## src/rtl/multicycle_control_pkg.sv

```systemverilog
`default_nettype none
// ============================================================================
// Module      : multicycle_control_pkg
// Description : Shared encodings for the multicycle RV32I control FSM:
//               state codes, RV32I opcodes, ALUOp codes and datapath mux
//               select codes, plus the decode-stage dispatch function.
// Revision    : 1.0 - initial release
// ============================================================================
package multicycle_control_pkg;

  // Control FSM state codes (4 bits)
  typedef enum logic [3:0] {
    S_RESET    = 4'd0,
    S_FETCH    = 4'd1,
    S_DECODE   = 4'd2,
    S_MEMADR   = 4'd3,
    S_MEMREAD  = 4'd4,
    S_MEMWB    = 4'd5,
    S_MEMWRITE = 4'd6,
    S_EXECR    = 4'd7,
    S_EXECI    = 4'd8,
    S_LUI      = 4'd9,
    S_JALR     = 4'd10,
    S_JAL      = 4'd11,
    S_ALUWB    = 4'd12,
    S_BEQ      = 4'd13,
    S_TRAP     = 4'd14
  } state_t;

  // RV32I opcodes (instr[6:0])
  localparam logic [6:0] C_OP_LW   = 7'b0000011;
  localparam logic [6:0] C_OP_SW   = 7'b0100011;
  localparam logic [6:0] C_OP_R    = 7'b0110011;
  localparam logic [6:0] C_OP_I    = 7'b0010011;
  localparam logic [6:0] C_OP_BEQ  = 7'b1100011;
  localparam logic [6:0] C_OP_JAL  = 7'b1101111;
  localparam logic [6:0] C_OP_JALR = 7'b1100111;
  localparam logic [6:0] C_OP_LUI  = 7'b0110111;

  // ALUOp codes consumed by the ALU control decoder
  localparam logic [1:0] C_ALUOP_ADD   = 2'b00;
  localparam logic [1:0] C_ALUOP_SUB   = 2'b01;
  localparam logic [1:0] C_ALUOP_RTYPE = 2'b10;
  localparam logic [1:0] C_ALUOP_LUI   = 2'b11;

  // Result mux select
  localparam logic [1:0] C_RES_ALUOUT    = 2'b00;
  localparam logic [1:0] C_RES_DATA      = 2'b01;
  localparam logic [1:0] C_RES_ALURESULT = 2'b10;

  // ALU operand A select
  localparam logic [1:0] C_SRCA_PC    = 2'b00;
  localparam logic [1:0] C_SRCA_OLDPC = 2'b01;
  localparam logic [1:0] C_SRCA_RS1   = 2'b10;

  // ALU operand B select
  localparam logic [1:0] C_SRCB_RS2  = 2'b00;
  localparam logic [1:0] C_SRCB_IMM  = 2'b01;
  localparam logic [1:0] C_SRCB_FOUR = 2'b10;

  // Decode-stage dispatch: first execution state for a given opcode.
  // Unknown opcodes land in the absorbing trap state.
  function automatic state_t decode_dispatch(input logic [6:0] opcode);
    state_t st;
    case (opcode)
      C_OP_LW, C_OP_SW: st = S_MEMADR;
      C_OP_R:           st = S_EXECR;
      C_OP_I:           st = S_EXECI;
      C_OP_BEQ:         st = S_BEQ;
      C_OP_JAL:         st = S_JAL;
      C_OP_JALR:        st = S_JALR;
      C_OP_LUI:         st = S_LUI;
      default:          st = S_TRAP;
    endcase
    return st;
  endfunction

endpackage : multicycle_control_pkg
`default_nettype wire

```

## src/rtl/multicycle_control.sv

```systemverilog
`default_nettype none
// ============================================================================
// Module      : multicycle_control
// Description : Main control FSM for the multicycle RV32I datapath.
//               Sequences fetch/decode/execute/memory/write-back and drives
//               every datapath mux and enable. Stalls in the memory states
//               on a request/ready handshake with the shared memory.
// Revision    : 1.0 - initial release
//
// Ports
//   clk           in   system clock, rising edge
//   rst_n         in   asynchronous active-low reset
//   i_opcode      in   instr[6:0] from the instruction register
//   i_zero        in   ALU zero flag (same cycle)
//   i_mem_ready   in   memory completed the current access this cycle
//   o_mem_req     out  memory access request, held until ready
//   o_mem_write   out  write strobe, valid only with o_mem_req
//   o_adr_src     out  memory address: 0 = PC, 1 = ALUOut
//   o_ir_write    out  load IR and OldPC
//   o_pc_write    out  PC load enable
//   o_reg_write   out  register file write enable
//   o_result_src  out  00 ALUOut, 01 Data, 10 ALUResult
//   o_alu_src_a   out  00 PC, 01 OldPC, 10 rs1
//   o_alu_src_b   out  00 rs2, 01 ImmExt, 10 constant 4
//   o_alu_op      out  00 add, 01 sub, 10 R-type decode, 11 LUI pass
//   o_instr_done  out  one-cycle pulse when an instruction retires
//   o_illegal     out  high while trapped on an illegal opcode
// ============================================================================
module multicycle_control
  import multicycle_control_pkg::*;
(
  input  logic       clk,
  input  logic       rst_n,
  input  logic [6:0] i_opcode,
  input  logic       i_zero,
  input  logic       i_mem_ready,
  output logic       o_mem_req,
  output logic       o_mem_write,
  output logic       o_adr_src,
  output logic       o_ir_write,
  output logic       o_pc_write,
  output logic       o_reg_write,
  output logic [1:0] o_result_src,
  output logic [1:0] o_alu_src_a,
  output logic [1:0] o_alu_src_b,
  output logic [1:0] o_alu_op,
  output logic       o_instr_done,
  output logic       o_illegal
);

  state_t r_state;
  state_t w_next_state;
  logic   w_pc_update;
  logic   w_branch;

  // State register; async reset forces all outputs low immediately,
  // including in the middle of a pending memory access.
  always_ff @(posedge clk or negedge rst_n) begin
    if (!rst_n) begin
      r_state <= S_RESET;
    end else begin
      r_state <= w_next_state;
    end
  end

  // Next-state logic
  always_comb begin
    w_next_state = r_state;
    case (r_state)
      S_RESET:    w_next_state = S_FETCH;
      S_FETCH:    if (i_mem_ready) w_next_state = S_DECODE;
      S_DECODE:   w_next_state = decode_dispatch(i_opcode);
      // Only lw/sw reach here; anything not a store is treated as a load.
      S_MEMADR:   w_next_state = (i_opcode == C_OP_SW) ? S_MEMWRITE : S_MEMREAD;
      S_MEMREAD:  if (i_mem_ready) w_next_state = S_MEMWB;
      S_MEMWB:    w_next_state = S_FETCH;
      S_MEMWRITE: if (i_mem_ready) w_next_state = S_FETCH;
      S_EXECR:    w_next_state = S_ALUWB;
      S_EXECI:    w_next_state = S_ALUWB;
      S_LUI:      w_next_state = S_ALUWB;
      S_JALR:     w_next_state = S_JAL;
      S_JAL:      w_next_state = S_ALUWB;
      S_ALUWB:    w_next_state = S_FETCH;
      S_BEQ:      w_next_state = S_FETCH;
      S_TRAP:     w_next_state = S_TRAP;
      default:    w_next_state = S_RESET;
    endcase
  end

  // Output decode
  always_comb begin
    o_mem_req    = 1'b0;
    o_mem_write  = 1'b0;
    o_adr_src    = 1'b0;
    o_ir_write   = 1'b0;
    o_reg_write  = 1'b0;
    o_result_src = C_RES_ALUOUT;
    o_alu_src_a  = C_SRCA_PC;
    o_alu_src_b  = C_SRCB_RS2;
    o_alu_op     = C_ALUOP_ADD;
    o_instr_done = 1'b0;
    o_illegal    = 1'b0;
    w_pc_update  = 1'b0;
    w_branch     = 1'b0;
    case (r_state)
      S_FETCH: begin
        o_mem_req    = 1'b1;
        o_alu_src_b  = C_SRCB_FOUR;
        o_result_src = C_RES_ALURESULT;
        // IR and PC+4 are committed only in the cycle the read completes.
        o_ir_write   = i_mem_ready;
        w_pc_update  = i_mem_ready;
      end
      S_DECODE: begin
        // Precompute OldPC+imm as the branch/JAL target into ALUOut.
        o_alu_src_a = C_SRCA_OLDPC;
        o_alu_src_b = C_SRCB_IMM;
      end
      S_MEMADR: begin
        o_alu_src_a = C_SRCA_RS1;
        o_alu_src_b = C_SRCB_IMM;
      end
      S_MEMREAD: begin
        o_mem_req = 1'b1;
        o_adr_src = 1'b1;
      end
      S_MEMWB: begin
        o_result_src = C_RES_DATA;
        o_reg_write  = 1'b1;
        o_instr_done = 1'b1;
      end
      S_MEMWRITE: begin
        o_mem_req    = 1'b1;
        o_mem_write  = 1'b1;
        o_adr_src    = 1'b1;
        o_instr_done = i_mem_ready;
      end
      S_EXECR: begin
        o_alu_src_a = C_SRCA_RS1;
        o_alu_op    = C_ALUOP_RTYPE;
      end
      S_EXECI: begin
        o_alu_src_a = C_SRCA_RS1;
        o_alu_src_b = C_SRCB_IMM;
        o_alu_op    = C_ALUOP_RTYPE;
      end
      S_LUI: begin
        o_alu_src_b = C_SRCB_IMM;
        o_alu_op    = C_ALUOP_LUI;
      end
      S_JALR: begin
        // rs1+imm overwrites the target held in ALUOut; S_JAL then uses it.
        o_alu_src_a = C_SRCA_RS1;
        o_alu_src_b = C_SRCB_IMM;
      end
      S_JAL: begin
        // PC loads the target from ALUOut while the ALU forms the link
        // address OldPC+4 for the following write-back.
        o_alu_src_a  = C_SRCA_OLDPC;
        o_alu_src_b  = C_SRCB_FOUR;
        o_result_src = C_RES_ALUOUT;
        w_pc_update  = 1'b1;
      end
      S_ALUWB: begin
        o_result_src = C_RES_ALUOUT;
        o_reg_write  = 1'b1;
        o_instr_done = 1'b1;
      end
      S_BEQ: begin
        o_alu_src_a  = C_SRCA_RS1;
        o_alu_op     = C_ALUOP_SUB;
        o_result_src = C_RES_ALUOUT;
        w_branch     = 1'b1;
        o_instr_done = 1'b1;
      end
      S_TRAP: begin
        o_illegal = 1'b1;
      end
      default: begin
      end
    endcase
    // Branch decision depends on the same-cycle zero flag.
    o_pc_write = w_pc_update | (w_branch & i_zero);
  end

endmodule : multicycle_control
`default_nettype wire
```

## config.mk

```make
export PLATFORM = sky130hd
export DESIGN_NAME = multicycle_control
export DESIGN_NICKNAME = d
export VERILOG_FILES = /design/src/rtl/multicycle_control_pkg.sv /design/src/rtl/multicycle_control.sv
export SDC_FILE = /design/constraint.sdc
export NUM_CORES = 1
export LEC_CHECK = 0
export BUFFER_PORTS_ARGS = -buffer_cell sky130_fd_sc_hd__buf_2
export CORE_AREA = 2 2 39 41
export CTS_CLUSTER_DIAMETER = 30
export DETAILED_ROUTE_END_ITERATION = 8
export DIE_AREA = 0 0 41 43
export PLACE_DENSITY = 0.8
export SLEW_MARGIN = 30
export SYNTH_ARGS = -nofsm -noshare
export SYNTH_HDL_FRONTEND = slang
export SYNTH_SLANG_ARGS = --single-unit
```

## constraint.sdc

```tcl
create_clock -name clk -period 2.6 [get_ports clk]
set_clock_uncertainty 0.2 [all_clocks]
set_input_delay 0.39 -clock clk [delete_from_list [all_inputs] [get_ports clk]]
set_output_delay 0.39 -clock clk [all_outputs]
set_load 0.02 [all_outputs]
```

---- Word-level counts from Yosys, hierarchy flattened ----
Index checks and enable logic that the tools add are counted.
word-level totals
  register bits ........................... 4
  input bits .............................. 11
  output and inout bits ................... 16
  word-level logic and storage cells ...... 61
cells by class
  equality and inequality tests ........... 25
  mux-type cells .......................... 19
  bitwise logic cells ..................... 2
  reductions and logical operators ........ 14
operators with widths
  kind                                                                    count
  4-bit one-hot mux with 9 select lines                                   1
  4-bit equality test (second input constant)                             7
  4-bit one-hot mux with 7 select lines                                   1
  7-bit by 6-bit equality test with 1-bit output (second input constant)  3
  7-bit equality test (second input constant)                             3
  4-bit by 3-bit equality test with 1-bit output (second input constant)  4
  4-bit 2-to-1 mux                                                        3
  2-bit one-hot mux with 2 select lines                                   3
  2-bit OR reduction                                                      6
  5-bit OR reduction                                                      2
  4-bit by 2-bit equality test with 1-bit output (second input constant)  2
  4-bit OR reduction                                                      2
  7-bit by 2-bit equality test with 1-bit output (second input constant)  1
  7-bit by 5-bit equality test with 1-bit output (second input constant)  1
  1-bit 2-to-1 mux                                                        7
  2-bit inequality test (second input constant)                           3
  2-bit one-hot mux with 3 select lines                                   1
  3-bit OR reduction                                                      2
  4-bit by 1-bit equality test with 1-bit output (second input constant)  1
  4-bit logical NOT                                                       1
  1-bit one-hot mux with 2 select lines                                   2
  3-bit AND reduction                                                     1
  2-bit 2-to-1 mux                                                        1
  1-bit AND                                                               1
  1-bit OR                                                                1

---- Longest topological paths before layout ----
  depth in word-level cells ............... 4
  gate-level depth with buffers ........... 6
  mapped depth without buffers ............ 4

---- Least setup slack after synthesis ----
Ideal clock, no wire load.
  path kind ............................... reg2out
  start point ............................. register r_state[0]
  end point ............................... output o_alu_src_b[1]
  arrival ................................. 1.507 ns
  data required time ...................... 2.010 ns
  slack ................................... 0.503 ns
  cell stages (with the launch flop) ...... 4
  path buffers ............................ 1
  path through ............................ dfrtp_1 -> clkbuf_1 -> inv_1 -> nor4_1
between the ends
  cells in the longest elaborated chain, start to end .. 3
  elaborated cells on any way between the ends .. 10
  classes of those cells .................. eq/ne (7); mux (1); reduce/logical (2)
RTL lines
  what                                                                       RTL line                   source
  start: declaration                                                         multicycle_control.sv:51   state_t r_state;
  start signal: assignment                                                   multicycle_control.sv:62   r_state <= w_next_state;
  4-bit by 2-bit equality test with 1-bit output (tied with other cells)     multicycle_control.sv:105  case (r_state)
  5-bit OR reduction (no line) / 2-bit OR reduction (equally long branches)  n/a
  2-bit one-hot mux with 2 select lines (*)                                  multicycle_control.sv:105
  end: declaration                                                           multicycle_control.sv:45   output logic [1:0] o_alu_src_b,
Mark *: on every way between the ends. The rest lies on a longest branch, timed or not.

---- Final worst setup path ----
  start point ............................. register r_state[2]
  end point ............................... output o_ir_write
between the ends
  cells in the longest elaborated chain, start to end .. 2
RTL lines
  what                                            RTL line                   source
  4-bit by 1-bit equality test with 1-bit output  multicycle_control.sv:105
  1-bit 2-to-1 mux                                multicycle_control.sv:105
  end: declaration                                multicycle_control.sv:40   output logic o_ir_write,
Every way passes these cells.

==> out/results.tsv <==
metric	value	unit
run status	finished, final reports clean	
Die X	41	um
DR WL/cell	11.6	um
setup TNS	0	ns
Async SR Flop Fraction	100	%
hold_buf cts	1	
largest net degree at the start of global routing	27	
Final min period	2.24	ns
critical path arrival	1.65	ns
syn avg cell area	7.20	sq um
Num CTS Buffers	3	
maximum VDD drop	0.000528	V
CTS max path bufs	2	
synthesized area	641	sq um
post-DP HPWL	1110	um
Final period util	86.0	%
fraction of layout cells with a size suffix above 1	29.7	%
via count	705	
Post-Route WL	1480	um
Skew-Pair Late Insertion Delay	0.23	ns
Nets	124	
Reg with most FFs	r_state	
Slew Limit Headroom	54.7	%
critical path type	reg -> out	
antenna cell count	0	
filler cell count	147	
R2R depth	4	
Port Buffers	26	
Post-Syn Nets	100	
reg-to-reg endpoint	r_state[0]$_DFFE_PN0P_	
Post-CTS Setup Inserts	0	
RSZ-0062 raised after global routing	false	
Clock Sinks	4	
initial antenna violation count	0	
global-route wire length before repair	2320	um
register area share after synthesis	15.6	%
Starting Density	46.3	%
worst setup path endpoint	o_ir_write	
total chip power	0.885	mW
TritonRoute pass-1 iters	4	
top_reg_cell synth	dfrtp_1	
Final Max Tran Viols	0	
Final Hold Viols	0	
FF-to-FF setup slack	0.89	ns
area growth from synthesis to layout	19.3	%
Die Height	43	um
final routed DRC violation total	0	
GRT overflow	0	
CP Launch Type	flop	
met1 wire length	732	um
max frequency	0.447	GHz
yosys warns	0	
MaxCap Viol Count	0	
Hold Crit Class	in -> async	
Top Ports	27	
top sig layer	met3	
number of vias per cell	5.55	
worst flop-to-flop path startpoint	r_state[1]$_DFFE_PN0P_	
Iter 0 DRT Violations	9	
post-route ant nets	0	
Synth Instances	89	
Post-synth top cells	8 x nor2_1, 8 x o21ai_0, 6 x nand2_1, 6 x nand2b_1, 5 x a21oi_1	
Die Area	1760	sq um
CTS tree	built	
final core utilization	55.2	%
power density over the cells	1160	nW/um^2
CP Max Fanout	17	
Synth area leaders	dfrtp_1 16%, o21ai_0 6.3%, nand2b_1 5.9%	
GRT Util Overall	18.5	%
# setup viols final	0	
met2 routed WL	680	um
htree depth	1	
Critical path origin	r_state[2]$_DFFE_PN0P_	
WP data required	2.01	ns
Post-synth EDFFs	0	
cts repair resizes	0	
Synth top area share	15.6	%
synth unique cells	39	
max FFs per register	4	
Slew @ Worst Pin	0.679	ns
CTS Root Buffer Type	clkbuf_4	
Row Count	14	
Synth Register Bits	4	
P_leak	0.367	nW
largest area contributor in the netlist	dfrtp_1	
crit end category	output port	
Worst-path clk slew	0.04	ns
core area	1380	sq um
RD Place Congestion	0.760	
Met3 Wirelength	65	um
largest registers	r_state x4	
vias in the first global route	568	
==> layout make-up <==
| cell class | count | area [sq um] | area share (%) |
|---|---|---|---|
| multi-input combinational | 73 | 467 | 61.0 |
| timing repair buffer | 27 | 140 | 18.3 |
| sequential | 4 | 100 | 13.1 |
| clock buffer | 3 | 22.5 | 2.95 |
| tap | 16 | 20.0 | 2.62 |
| inverter | 4 | 15.0 | 1.96 |
==> critical path, cell delays in order, from the launching register on <==
cell and delay (ns):
dfrtp_1 0.53, nor2_1 0.32, nand2_1 0.14, nor2_1 0.13
and2_1 0.14, buf_2 0.15
==> power breakdown <==
| part | switching [mW] | total (mW) | internal [mW] |
|---|---|---|---|
| combinational | 0.355 | 0.602 | 0.247 |
| sequential | 0.117 | 0.207 | 0.0907 |
| clock | 0.0248 | 0.0764 | 0.0516 |
| total | 0.496 | 0.885 | 0.389 |
==> cells in the final DEF (no fill, tap or decap), types with 2 or more instances in the layout <==
cell      synthesis  layout
nand2_1           6       6
inv_1             4       4
nand2b_1          6       6
or4b_1            2       2
and2_1            3       3
nor2_1            8       8
a21oi_1           5       5
o22ai_1           2       2
nand3_1           3       3
buf_2             0      26
nor4_1            2       2
dfrtp_1           4       4
clkbuf_4          0       3
nor2b_1           4       4
nor3b_1           3       3
o21ai_0           8       8
==> kinds of logic after synthesis <==
kind of cell | after synthesis | synth area share (%)
compound gates | 28 | 29.1
xor+xnor | 2 | 2.73
buf+inv | 12 | 11.5
flops | 4 | 15.6
simple gates | 43 | 41.0
==> worst min path at each step <==
stage | from | endpoint | slack [ns] | cells after the start
after CTS | rst_n | r_state[1]$_DFFE_PN0P_ | 0.28 | 2
after detailed placement | rst_n | r_state[1]$_DFFE_PN0P_ | -0.001 | 1
after global routing | rst_n | r_state[0]$_DFFE_PN0P_ | 0.33 | 2
after floorplan | rst_n | r_state[0]$_DFFE_PN0P_ | -0.11 | 0
final | rst_n | r_state[1]$_DFFE_PN0P_ | 0.30 | 2
after global placement | rst_n | r_state[3]$_DFFE_PN0P_ | -0.007 | 1
==> per-stage QoR <==
step	std cells	hold slack (ns)	cell area [sq um]	worst slack (ns)
finish	127	0.300	764	0.363
global route	127	0.327	764	0.227
global placement	123	-0.00685	732	0.635
detailed placement	123	-0.00114	732	0.610
floorplan	89	-0.106	641	0.503
CTS	127	0.279	764	0.362
==> metal layers <==
layer | global-route usage [%] | up-vias
met5 | 0 | -
met4 | 4.00 | 0
met3 | 3.14 | 0
met2 | 30.0 | 19
met1 | 24.8 | 312
li1 | - | 374
No activity file was read; power rests on OpenSTA's default activity.
